**config.mk**
```make
export PLATFORM = sky130hd
export DESIGN_NAME = mfp_irq_ctrl
export DESIGN_NICKNAME = d
export VERILOG_FILES = /design/src/rtl/mfp_pkg.sv /design/src/rtl/mfp_prio_enc.sv /design/src/rtl/mfp_irq_ctrl.sv
export SDC_FILE = /design/constraint.sdc
export NUM_CORES = 1
export LEC_CHECK = 0
export ABC_AREA = 1
export BUFFER_PORTS_ARGS = -buffer_cell sky130_fd_sc_hd__buf_2
export CORE_MARGIN = 2
export CORE_UTILIZATION = 40
export CTS_BUF_LIST = sky130_fd_sc_hd__clkbuf_4 sky130_fd_sc_hd__clkbuf_8
export CTS_CLUSTER_SIZE = 8
export DETAILED_ROUTE_END_ITERATION = 7
export GPL_TIMING_DRIVEN = 0
export SLEW_MARGIN = 25
export SYNTH_ARGS = -nofsm -noshare
export SYNTH_HDL_FRONTEND = slang
export SYNTH_SLANG_ARGS = --single-unit
```
**constraint.sdc**
```tcl
create_clock -name CLK -period 3.1 [get_ports CLK]
set_input_delay 0.31 -clock CLK [delete_from_list [all_inputs] [get_ports CLK]]
set_output_delay 0.31 -clock CLK [all_outputs]
set_load 0.05 [all_outputs]
```
**src/rtl/mfp_pkg.sv**
```systemverilog
// ============================================================================
// mfp_pkg : shared constants and types for the MFP68901 interrupt controller
// Rev 1.0
// ============================================================================
`default_nettype none

package mfp_pkg;

  localparam logic [4:0] ADDR_IERA = 5'h03;
  localparam logic [4:0] ADDR_IERB = 5'h04;
  localparam logic [4:0] ADDR_IPRA = 5'h05;
  localparam logic [4:0] ADDR_IPRB = 5'h06;
  localparam logic [4:0] ADDR_ISRA = 5'h07;
  localparam logic [4:0] ADDR_ISRB = 5'h08;
  localparam logic [4:0] ADDR_IMRA = 5'h09;
  localparam logic [4:0] ADDR_IMRB = 5'h0A;
  localparam logic [4:0] ADDR_VR   = 5'h0B;

  localparam int CH_GPIP0   = 0;
  localparam int CH_GPIP1   = 1;
  localparam int CH_GPIP2   = 2;
  localparam int CH_GPIP3   = 3;
  localparam int CH_TIMER_D = 4;
  localparam int CH_TIMER_C = 5;
  localparam int CH_GPIP4   = 6;
  localparam int CH_GPIP5   = 7;
  localparam int CH_TIMER_B = 8;
  localparam int CH_USART0  = 9;
  localparam int CH_USART1  = 10;
  localparam int CH_USART2  = 11;
  localparam int CH_USART3  = 12;
  localparam int CH_TIMER_A = 13;
  localparam int CH_GPIP6   = 14;
  localparam int CH_GPIP7   = 15;

  localparam logic [7:0] SPURIOUS_VEC = 8'h18;

  typedef enum logic [1:0] {
    IACK_IDLE = 2'd0,
    IACK_ACK  = 2'd1,
    IACK_HOLD = 2'd2
  } iack_state_e;

endpackage

`default_nettype wire

```
**src/rtl/mfp_prio_enc.sv**
```systemverilog
// ============================================================================
// mfp_prio_enc : 16-bit highest-set-bit encoder (bit 15 wins)
// Rev 1.0
// ============================================================================
`default_nettype none

module mfp_prio_enc (
  input  logic [15:0] req,
  output logic [3:0]  idx,
  output logic        vld
);

  always_comb begin
    idx = 4'd0;
    vld = |req;
    for (int i = 0; i < 16; i++) begin
      if (req[i]) idx = 4'(i);
    end
  end

endmodule

`default_nettype wire

```
**src/rtl/mfp_irq_ctrl.sv**
```systemverilog
// ============================================================================
// mfp_irq_ctrl : MFP68901 interrupt controller (IER/IPR/ISR/IMR/VR, IACK FSM)
// Rev 1.0
// ============================================================================
`default_nettype none

module mfp_irq_ctrl
  import mfp_pkg::*;
#(
  parameter logic [7:0] VR_RESET = 8'h00,
  parameter int         IRQ_REG  = 1
) (
  input  logic        CLK,
  input  logic        RST_N,
  input  logic [4:0]  ADDR,
  input  logic        DAT_WE,
  input  logic [7:0]  DAT_I,
  output logic [7:0]  DAT_O,
  input  logic [15:0] EVT,
  input  logic        IACK,
  output logic [7:0]  VEC,
  output logic        VEC_VALID,
  output logic        IRQ_N
);

  logic [15:0] ier_q, ier_d, ipr_q, ipr_d, isr_q, isr_d, imr_q, imr_d;
  logic [7:0]  vr_q, vr_d, dat_o_q, dat_o_d, vec_q, vec_d;
  logic        vec_valid_q, vec_valid_d, iack_q, irq_n_d;
  iack_state_e state_q, state_d;

  logic [15:0] evt_set, above, ack_elig, irq_elig;
  logic [3:0]  isr_idx, ack_idx;
  logic        isr_vld, ack_vld, take;

  mfp_prio_enc u_isr_enc (.req(isr_q),    .idx(isr_idx), .vld(isr_vld));
  mfp_prio_enc u_ack_enc (.req(ack_elig), .idx(ack_idx), .vld(ack_vld));

  // Acknowledge selection sees same-cycle events; the request line only sees latched state.
  always_comb begin
    evt_set = EVT & ier_q;
    for (int i = 0; i < 16; i++) begin
      above[i] = !isr_vld || (4'(i) > isr_idx);
    end
    ack_elig = (ipr_q | evt_set) & imr_q & above;
    irq_elig = ipr_q & imr_q & above;
  end

  always_comb begin
    state_d     = state_q;
    vec_d       = vec_q;
    vec_valid_d = vec_valid_q;
    take        = 1'b0;
    case (state_q)
      IACK_IDLE: if (IACK && !iack_q) state_d = IACK_ACK;
      IACK_ACK: begin
        vec_valid_d = 1'b1;
        state_d     = IACK_HOLD;
        if (ack_vld) begin
          vec_d = {vr_q[7:4], ack_idx};
          take  = 1'b1;
        end else begin
          vec_d = SPURIOUS_VEC;
        end
      end
      IACK_HOLD: if (!IACK) begin
        vec_valid_d = 1'b0;
        state_d     = IACK_IDLE;
      end
      default: state_d = IACK_IDLE;
    endcase
  end

  always_comb begin
    ier_d = ier_q;
    ipr_d = ipr_q;
    isr_d = isr_q;
    imr_d = imr_q;
    vr_d  = vr_q;
    if (DAT_WE) begin
      case (ADDR)
        ADDR_IERA: ier_d[15:8] = DAT_I;
        ADDR_IERB: ier_d[7:0]  = DAT_I;
        ADDR_IPRA: ipr_d[15:8] = ipr_q[15:8] & DAT_I;
        ADDR_IPRB: ipr_d[7:0]  = ipr_q[7:0] & DAT_I;
        ADDR_ISRA: isr_d[15:8] = isr_q[15:8] & DAT_I;
        ADDR_ISRB: isr_d[7:0]  = isr_q[7:0] & DAT_I;
        ADDR_IMRA: imr_d[15:8] = DAT_I;
        ADDR_IMRB: imr_d[7:0]  = DAT_I;
        ADDR_VR: begin
          vr_d = DAT_I;
          if (!DAT_I[3]) isr_d = '0;
        end
        default: ;
      endcase
    end
    if (take) begin
      ipr_d[ack_idx] = 1'b0;
      if (vr_q[3]) isr_d[ack_idx] = 1'b1;
    end
    // A new event beats any clear in the same cycle; disabling a channel drops its pending bit.
    ipr_d = (ipr_d | evt_set) & ier_d;
  end

  always_comb begin
    case (ADDR)
      ADDR_IERA: dat_o_d = ier_q[15:8];
      ADDR_IERB: dat_o_d = ier_q[7:0];
      ADDR_IPRA: dat_o_d = ipr_q[15:8];
      ADDR_IPRB: dat_o_d = ipr_q[7:0];
      ADDR_ISRA: dat_o_d = isr_q[15:8];
      ADDR_ISRB: dat_o_d = isr_q[7:0];
      ADDR_IMRA: dat_o_d = imr_q[15:8];
      ADDR_IMRB: dat_o_d = imr_q[7:0];
      ADDR_VR:   dat_o_d = vr_q;
      default:   dat_o_d = 8'h00;
    endcase
    irq_n_d = !((|irq_elig) && (state_d == IACK_IDLE));
  end

  always_ff @(posedge CLK or negedge RST_N) begin
    if (!RST_N) begin
      ier_q       <= '0;
      ipr_q       <= '0;
      isr_q       <= '0;
      imr_q       <= '0;
      vr_q        <= VR_RESET;
      dat_o_q     <= '0;
      vec_q       <= '0;
      vec_valid_q <= 1'b0;
      iack_q      <= 1'b0;
      state_q     <= IACK_IDLE;
    end else begin
      ier_q       <= ier_d;
      ipr_q       <= ipr_d;
      isr_q       <= isr_d;
      imr_q       <= imr_d;
      vr_q        <= vr_d;
      dat_o_q     <= dat_o_d;
      vec_q       <= vec_d;
      vec_valid_q <= vec_valid_d;
      iack_q      <= IACK;
      state_q     <= state_d;
    end
  end

  generate
    if (IRQ_REG != 0) begin : g_irq_reg
      logic irq_n_q;
      always_ff @(posedge CLK or negedge RST_N) begin
        if (!RST_N) irq_n_q <= 1'b1;
        else        irq_n_q <= irq_n_d;
      end
      assign IRQ_N = irq_n_q;
    end else begin : g_irq_comb
      assign IRQ_N = !((|irq_elig) && (state_q == IACK_IDLE));
    end
  endgenerate

  assign DAT_O     = dat_o_q;
  assign VEC       = vec_q;
  assign VEC_VALID = vec_valid_q;

endmodule

`default_nettype wire

```
# After elaboration in Yosys (flattened, before gate mapping)
# Index checks and enable logic that the tools add are counted.
[totals]
reg_bits = 93
latch_bits = 0
mem_bits_rw = 0
rom_bits = 0
in_bits = 33
output_inout_bits = 18
wordCells = 143
memories = 0
[classes]
n_addsub = 0
mul = 0
div_mod_pow = 0
magnitude_cmp = 18
eq_ne = 12
n_shift = 0
n_mux = 54
bitwise = 15
reduce_logical = 32
[op_table]
columns = ["op", "count"]
rows = [
  ["AND 16 bit", 7],
  ["2-to-1 mux 16 bit", 7],
  ["case mux 8 bit (9 select lines)", 1],
  ["2-to-1 mux 4 bit", 16],
  ["bitwise OR 16 bit", 3],
  ["OR reduction 16 bit", 3],
  ["2-to-1 mux 8 bit", 5],
  ["AND 8 bit", 4],
  ["greater-than comparator 4 bit (first input constant)", 8],
  ["case mux 8 bit (2 select lines)", 2],
  ["2-to-1 mux 3 bit", 8],
  ["equality test 5 x 3 -> 1 bit (second input constant)", 4],
  ["equality test 5 x 4 -> 1 bit (second input constant)", 4],
  ["greater-than comparator 3 x 4 -> 1 bit (first input constant)", 4],
  ["logical OR 1 bit", 16],
  ["NOT 16 bit", 1],
  ["2-to-1 mux 2 bit", 6],
  ["greater-than comparator 1 x 4 -> 1 bit (first input constant)", 2],
  ["greater-than comparator 2 x 4 -> 1 bit (first input constant)", 2],
  ["AND reduction 2 bit", 4],
  ["2-to-1 mux 1 bit", 6],
  ["case mux 2 bit (3 select lines)", 1],
  ["equality test 5 x 2 -> 1 bit (second input constant)", 1],
  ["< comparator 4 x 5 -> 1 bit (second input constant)", 1],
  ["10 further kinds", 15],
]

# Depth between registers and ports, before layout
[logic_depth]
word_depth = 42
ltp_mapped = 34
ltp_nobuf = 34

# Cells and area by module
# From an unflattened synthesis, not the netlist that was laid out.
[hier_totals]
hier_cells = 784
hier_area_um2 = 5422.7
[by_module_without_submodules]
columns = ["mod", "n_inst", "cells_each", "area_each_um2", "seq_area_each_um2"]
rows = [
  ["mfp_irq_ctrl", 1, 688, 5039.8, 2328.5],
  ["mfp_prio_enc", 2, 48, 191.4, 0.0],
]

# Worst setup path after synthesis
# No wires, ideal clock.
[synth_timing]
path_type = "register -> register"
from = "register isr_q[15]"
to = "register ipr_q[12]"
setup_ns = 0.129
arrival_time_ns = 2.328
required_time_ns = 2.971
slack_ns = 0.643
stages_incl_launch_ff = 20
path_buffers = 1
synth_period_minus_slack_ns = 2.457
path_cell_list = "dfrtp_1 -> nor2_2 -> inv_2 -> nor3_2 -> inv_2 -> nor2_4 -> inv_4 -> nor2_8 -> inv_2 -> nor3_1 -> inv_1 -> nand2_2 -> nor2_1 -> o21ai_1 -> nand2_1 -> a21oi_2 -> buf_4 -> nand4_1 -> o21bai_1 -> a21oi_1"
[synth_between]
elab_chain_cells = 28
elab_cells_between_ends = 64
cone_classes = "18 x order compare; 21 x mux; 5 x bitwise; 20 x reduce/logical"
[synth_lines]
columns = ["element", "line_no", "source"]
rows = [
  ["start, declared", "mfp_irq_ctrl.sv:26", "logic [15:0] ier_q, ier_d, ipr_q, ipr_d, isr_q, isr_d, imr_q, imr_d;"],
  ["start signal, assigned", "mfp_irq_ctrl.sv:135", "isr_q <= isr_d;"],
  ["2-to-1 mux 4 bit or OR reduction 16 bit (tied branches)", "mfp_prio_enc.sv:17, mfp_prio_enc.sv:15", ""],
  ["greater-than comparator 1 x 4 -> 1 bit or zero test 1 bit (tied branches)", "mfp_irq_ctrl.sv:42", "above[i] = !isr_vld || (4'(i) > isr_idx);"],
  ["logical OR 1 bit", "mfp_irq_ctrl.sv:42", ""],
  ["AND 16 bit (*)", "mfp_irq_ctrl.sv:44", "ack_elig = (ipr_q | evt_set) & imr_q & above;"],
  ["2-to-1 mux 1 bit", "mfp_prio_enc.sv:17", "if (req[i]) idx = 4'(i);"],
  ["2-to-1 mux 2 bit (2 in a row)", "mfp_prio_enc.sv:17", ""],
  ["2-to-1 mux 3 bit (4 in a row)", "mfp_prio_enc.sv:17", ""],
  ["2-to-1 mux 4 bit (8 in a row)", "mfp_prio_enc.sv:17", ""],
  ["(+2 left out)", "-", ""],
  ["2-to-1 mux 1 bit (implied by the code)", "mfp_irq_ctrl.sv:97", "ipr_d[ack_idx] = 1'b0;"],
  ["demux 1 bit (select 4 bit)", "mfp_irq_ctrl.sv:97", ""],
  ["NOT 16 bit (no source line)", "-", ""],
  ["AND 16 bit (no source line)", "-", ""],
  ["2-to-1 mux 16 bit (*)", "mfp_irq_ctrl.sv:96", "if (take) begin"],
  ["bitwise OR 16 bit (*)", "mfp_irq_ctrl.sv:101", "ipr_d = (ipr_d | evt_set) & ier_d;"],
  ["AND 16 bit (*)", "mfp_irq_ctrl.sv:101", ""],
  ["net ipr_d[12]", "mfp_irq_ctrl.sv:26", ""],
  ["end signal, assigned", "mfp_irq_ctrl.sv:134", "ipr_q <= ipr_d;"],
  ["end, declared", "mfp_irq_ctrl.sv:26", ""],
]
# Mark *: on every way through the listed nets, which the timed path passes. The rest lies on a longest branch.
# A chain may end at the register's enable or synchronous reset.

# Worst setup path after layout
[layout_timing]
from = "register isr_q[15]"
to = "register ipr_q[3]"
# The elaborated chain is that of the path after synthesis.

==> reports/metrics.cfg <==
[run_status]
status=complete, but fails checks
violations=setup timing

[placed_design]
gp_congestion=1.00
place_area_mm2=0.00569
post-dp-hpwl_mm=15.0
dp_slack_ps=-331
port_buffers=49

[yosys]
synth-seq-area-share_pct=44.9
yosys_warnings=0
async_flop_share_pct=100
synthAdderAreaFrac_pct=0
yosysTopAreaCellShare_pct=44.3
synth-xor-area-share_pct=0
synthFlopType=dfrtp_1
syn_inst=676
muxShareOfSynthArea_pct=0
synth.most_common_cell=nand2_1
netlist_area_mm2=0.00519
synth_edf_count=0
synth_cell_types=47
synthTopCellsByCount=nand2_1 (131), inv_1 (128), dfrtp_1 (92), o21ai_0 (66), a21oi_1 (43)
yosysTopAreaCell=dfrtp_1
syn_area_per_cell_um2=7.68
synth_nets=709
ys_top_cells_by_area=dfrtp_1 (44%), nand2_1 (9.5%), inv_1 (9.3%)
synth-compound-area-share_pct=21.8
synth_top_family_by_area=simple AND/OR/NAND/NOR gates
ys_seq_elements=93
synthSimpleGateAreaFrac_pct=22.2

[sta]
drv_slew=0
finalCritPeriodShare_pct=102
hold_violations=0
finClkSkew_ps=13.1
layout_setup_ws_ps=-74.4
slew_headroom_pct=25.3
max_slew.worst_pin.slew_ps=1120
setup_viol=10
fin_crit_ps=3170
rsz0062_at_grt=yes
max_freq_ghz=0.315

[clocking]
cts_buffer_depth=2
tritoncts=done
cts_made_buffers=9
clock_latency_ps=400
cts-root-buf=clkbuf_8
cts_sinks=93
clk_pin_slew_ps=90
cts_htree_levels=3

[route]
drtIter0Drc=534
drt-total-wl_mm=20.3
via_per_inst=5.62
dr.pass1.iters=5
drtAntennaViolNets=0
avgRoutedWirePerCell_um=21.4
vias=5327
drc=0

[finish]
layout-drive-gt1-share_pct=21.0
n_fill_cell=1299
fin_area_mm2=0.00639
antenna_cells=0
finalNetCount=804
area_growth_pct=23.1

[global_routing]
grt_usage_pct=29.6
grt_max_degree=72
grt_first_pass_wirelength_mm=30.1
antenna_found_initial=0
grt_overflow_total=0
grt_pass1_vias=5043

[floorplanning]
die_w_um=118
rows=41
die_h_um=118
core_area_mm2=0.0127
dieArea_mm2=0.0139
ios=51
initial_utilization_pct=41.0

[hold_path]
holdCritPathClass=input pin to flop

[flow_run]
drv_cap=0

[power_and_ir_drop]
cellLeakagePower_nw=3.10
fin_total_pwr_w=0.00678
ir_worst_vdd_v=0.000428
power.density_mw_per_mm2=1060

[critical_path]
cp_max_fo=6
start_kind=flop
crit_arrival_ps=3450
path_class=flop to flop
crit_required_ps=3380
critPathCaptureType=flop

[placed cells by master, fill, tap and decap left out, types with 3 or more instances in the layout]
cell type | netlist | layout
nor2_1 | 34 | 29
nor2_2 | 3 | 4
clkbuf_1 | 9 | 9
nand3_1 | 29 | 28
nand2_1 | 131 | 124
nand2_4 | 2 | 3
a221oi_1 | 6 | 6
o211ai_1 | 3 | 3
inv_4 | 1 | 3
nand4_1 | 22 | 22
o21ai_1 | 3 | 7
buf_6 | 1 | 4
buf_4 | 1 | 30
a32oi_1 | 5 | 5
nor2_4 | 3 | 7
dfrtp_1 | 92 | 91
nor4_1 | 8 | 8
inv_2 | 9 | 11
o2111ai_1 | 4 | 4
o22ai_1 | 19 | 19
a31oi_1 | 9 | 9
o21ai_0 | 66 | 61
a21oi_2 | 3 | 4
clkbuf_8 | 0 | 10
inv_1 | 128 | 124
buf_2 | 1 | 48
nand2_2 | 6 | 11
a21oi_1 | 43 | 40
o21bai_1 | 8 | 8
bufinv_16 | 0 | 4
[where the power goes]
group | switching [W] | total (W) | leakage, nW | internal [W]
Sequential | 0.000232 | 0.00176 | 1.12 | 0.00152
Clock | 0.000461 | 0.00110 | 0.136 | 0.000639
Combinational | 0.00252 | 0.00393 | 1.84 | 0.00140
Total | 0.00322 | 0.00678 | 3.10 | 0.00357
[cell type report]
cell class | instances | area (um2) | share of cell area [%]
multi-input cells | 434 | 2430 | 38.1
flip-flops and latches | 93 | 2330 | 36.4
repair buffers | 83 | 546 | 8.53
inverters | 138 | 526 | 8.22
well taps | 172 | 215 | 3.37
clock buffers | 10 | 138 | 2.15
clock inverters | 6 | 134 | 2.09
plain buffers | 12 | 71.3 | 1.12
[registers in the layout, indices dropped and copies added, names as in the netlist]
| name | count |
|---|---|
| VEC_VALID | 1 |
| vr_q | 8 |
| ier_q | 16 |
| state_q | 2 |
| iack_q | 1 |
| DAT_O | 8 |
| ipr_q | 16 |
| isr_q | 16 |
| VEC | 8 |
| IRQ_N | 1 |
| imr_q | 16 |
[metrics by stage]
step / TNS (ps) / instances / utilization (%) / hold slack, ps
final: -249 / 948 / 50.4 / 45.3
after global placement: -5230 / 897 / 44.6 / 399
after CTS: -7.41 / 926 / 48.3 / 26.0
after global routing: -5140 / 948 / 50.4 / 44.1
after floorplan: 0 / 676 / - / 14.4
after detailed placement: -4220 / 898 / 44.9 / 177
[metal layers]
metal / global-route usage, % / vias up / share of wire [%]
met4: 13.9 / 2 / 4.1
met5: 2.57 / - / 0.22
met2: 44.2 / 251 / 44
met1: 40.2 / 2556 / 43
li1: - / 2469 / -
met3: 7.03 / 49 / 9.5
[cells by family (layout without fill, tap and decap cells)]
kind of cell | count (synthesis) | in the layout
buf+inv | 150 | 249
compound gates | 185 | 185
simple gates | 248 | 249
flops | 93 | 93
[worst max-delay path: stages (launching register included)]
cell and delay [ps]:
dfrtp_2 440, nor2_4 160, inv_2 70, nor3_4 230, inv_2 100, nor2_4 160
inv_4 80, nor2_8 170, inv_4 70, nor2_4 120, nand4_1 100, nand2_1 90
nand2_1 50, nand2_1 50, nand2_1 50, nand2_1 70, nand2_1 60, nand2_1 50
nand2_1 60, nand2_2 90, nand2_2 70, nand2_4 120, nand2_8 90, nand2_8 120
buf_6 130, nand4_1 130, nand2_1 90, a21oi_1 60
[final timing paths]
| check | start | to | slack, ps | depth (start not counted) |
|---|---|---|---|---|
| setup / recovery | isr_q[15] | ipr_q[3] | -70 | 27 |
| hold / removal | IACK | iack_q | 50 | 1 |
| setup reg to reg | isr_q[15] | ipr_q[3] | -70 | 27 |
| hold reg to reg | iack_q | state_q[0] | 430 | 1 |
| max in group asynchronous | RST_N | IRQ_N | 2140 | 3 |
| min in group asynchronous | RST_N | imr_q[14] | 310 | 2 |
[what timing repair did]
action,in CTS,in global routing
pin swaps,12,19
resized for setup,19,32
setup endpoints to repair,29,39
endpoints found under the hold margin,22,0
buffers inserted,11,21
gates cloned,0,1
hold buffers,1,0
Power figures use the tool's default switching activity.
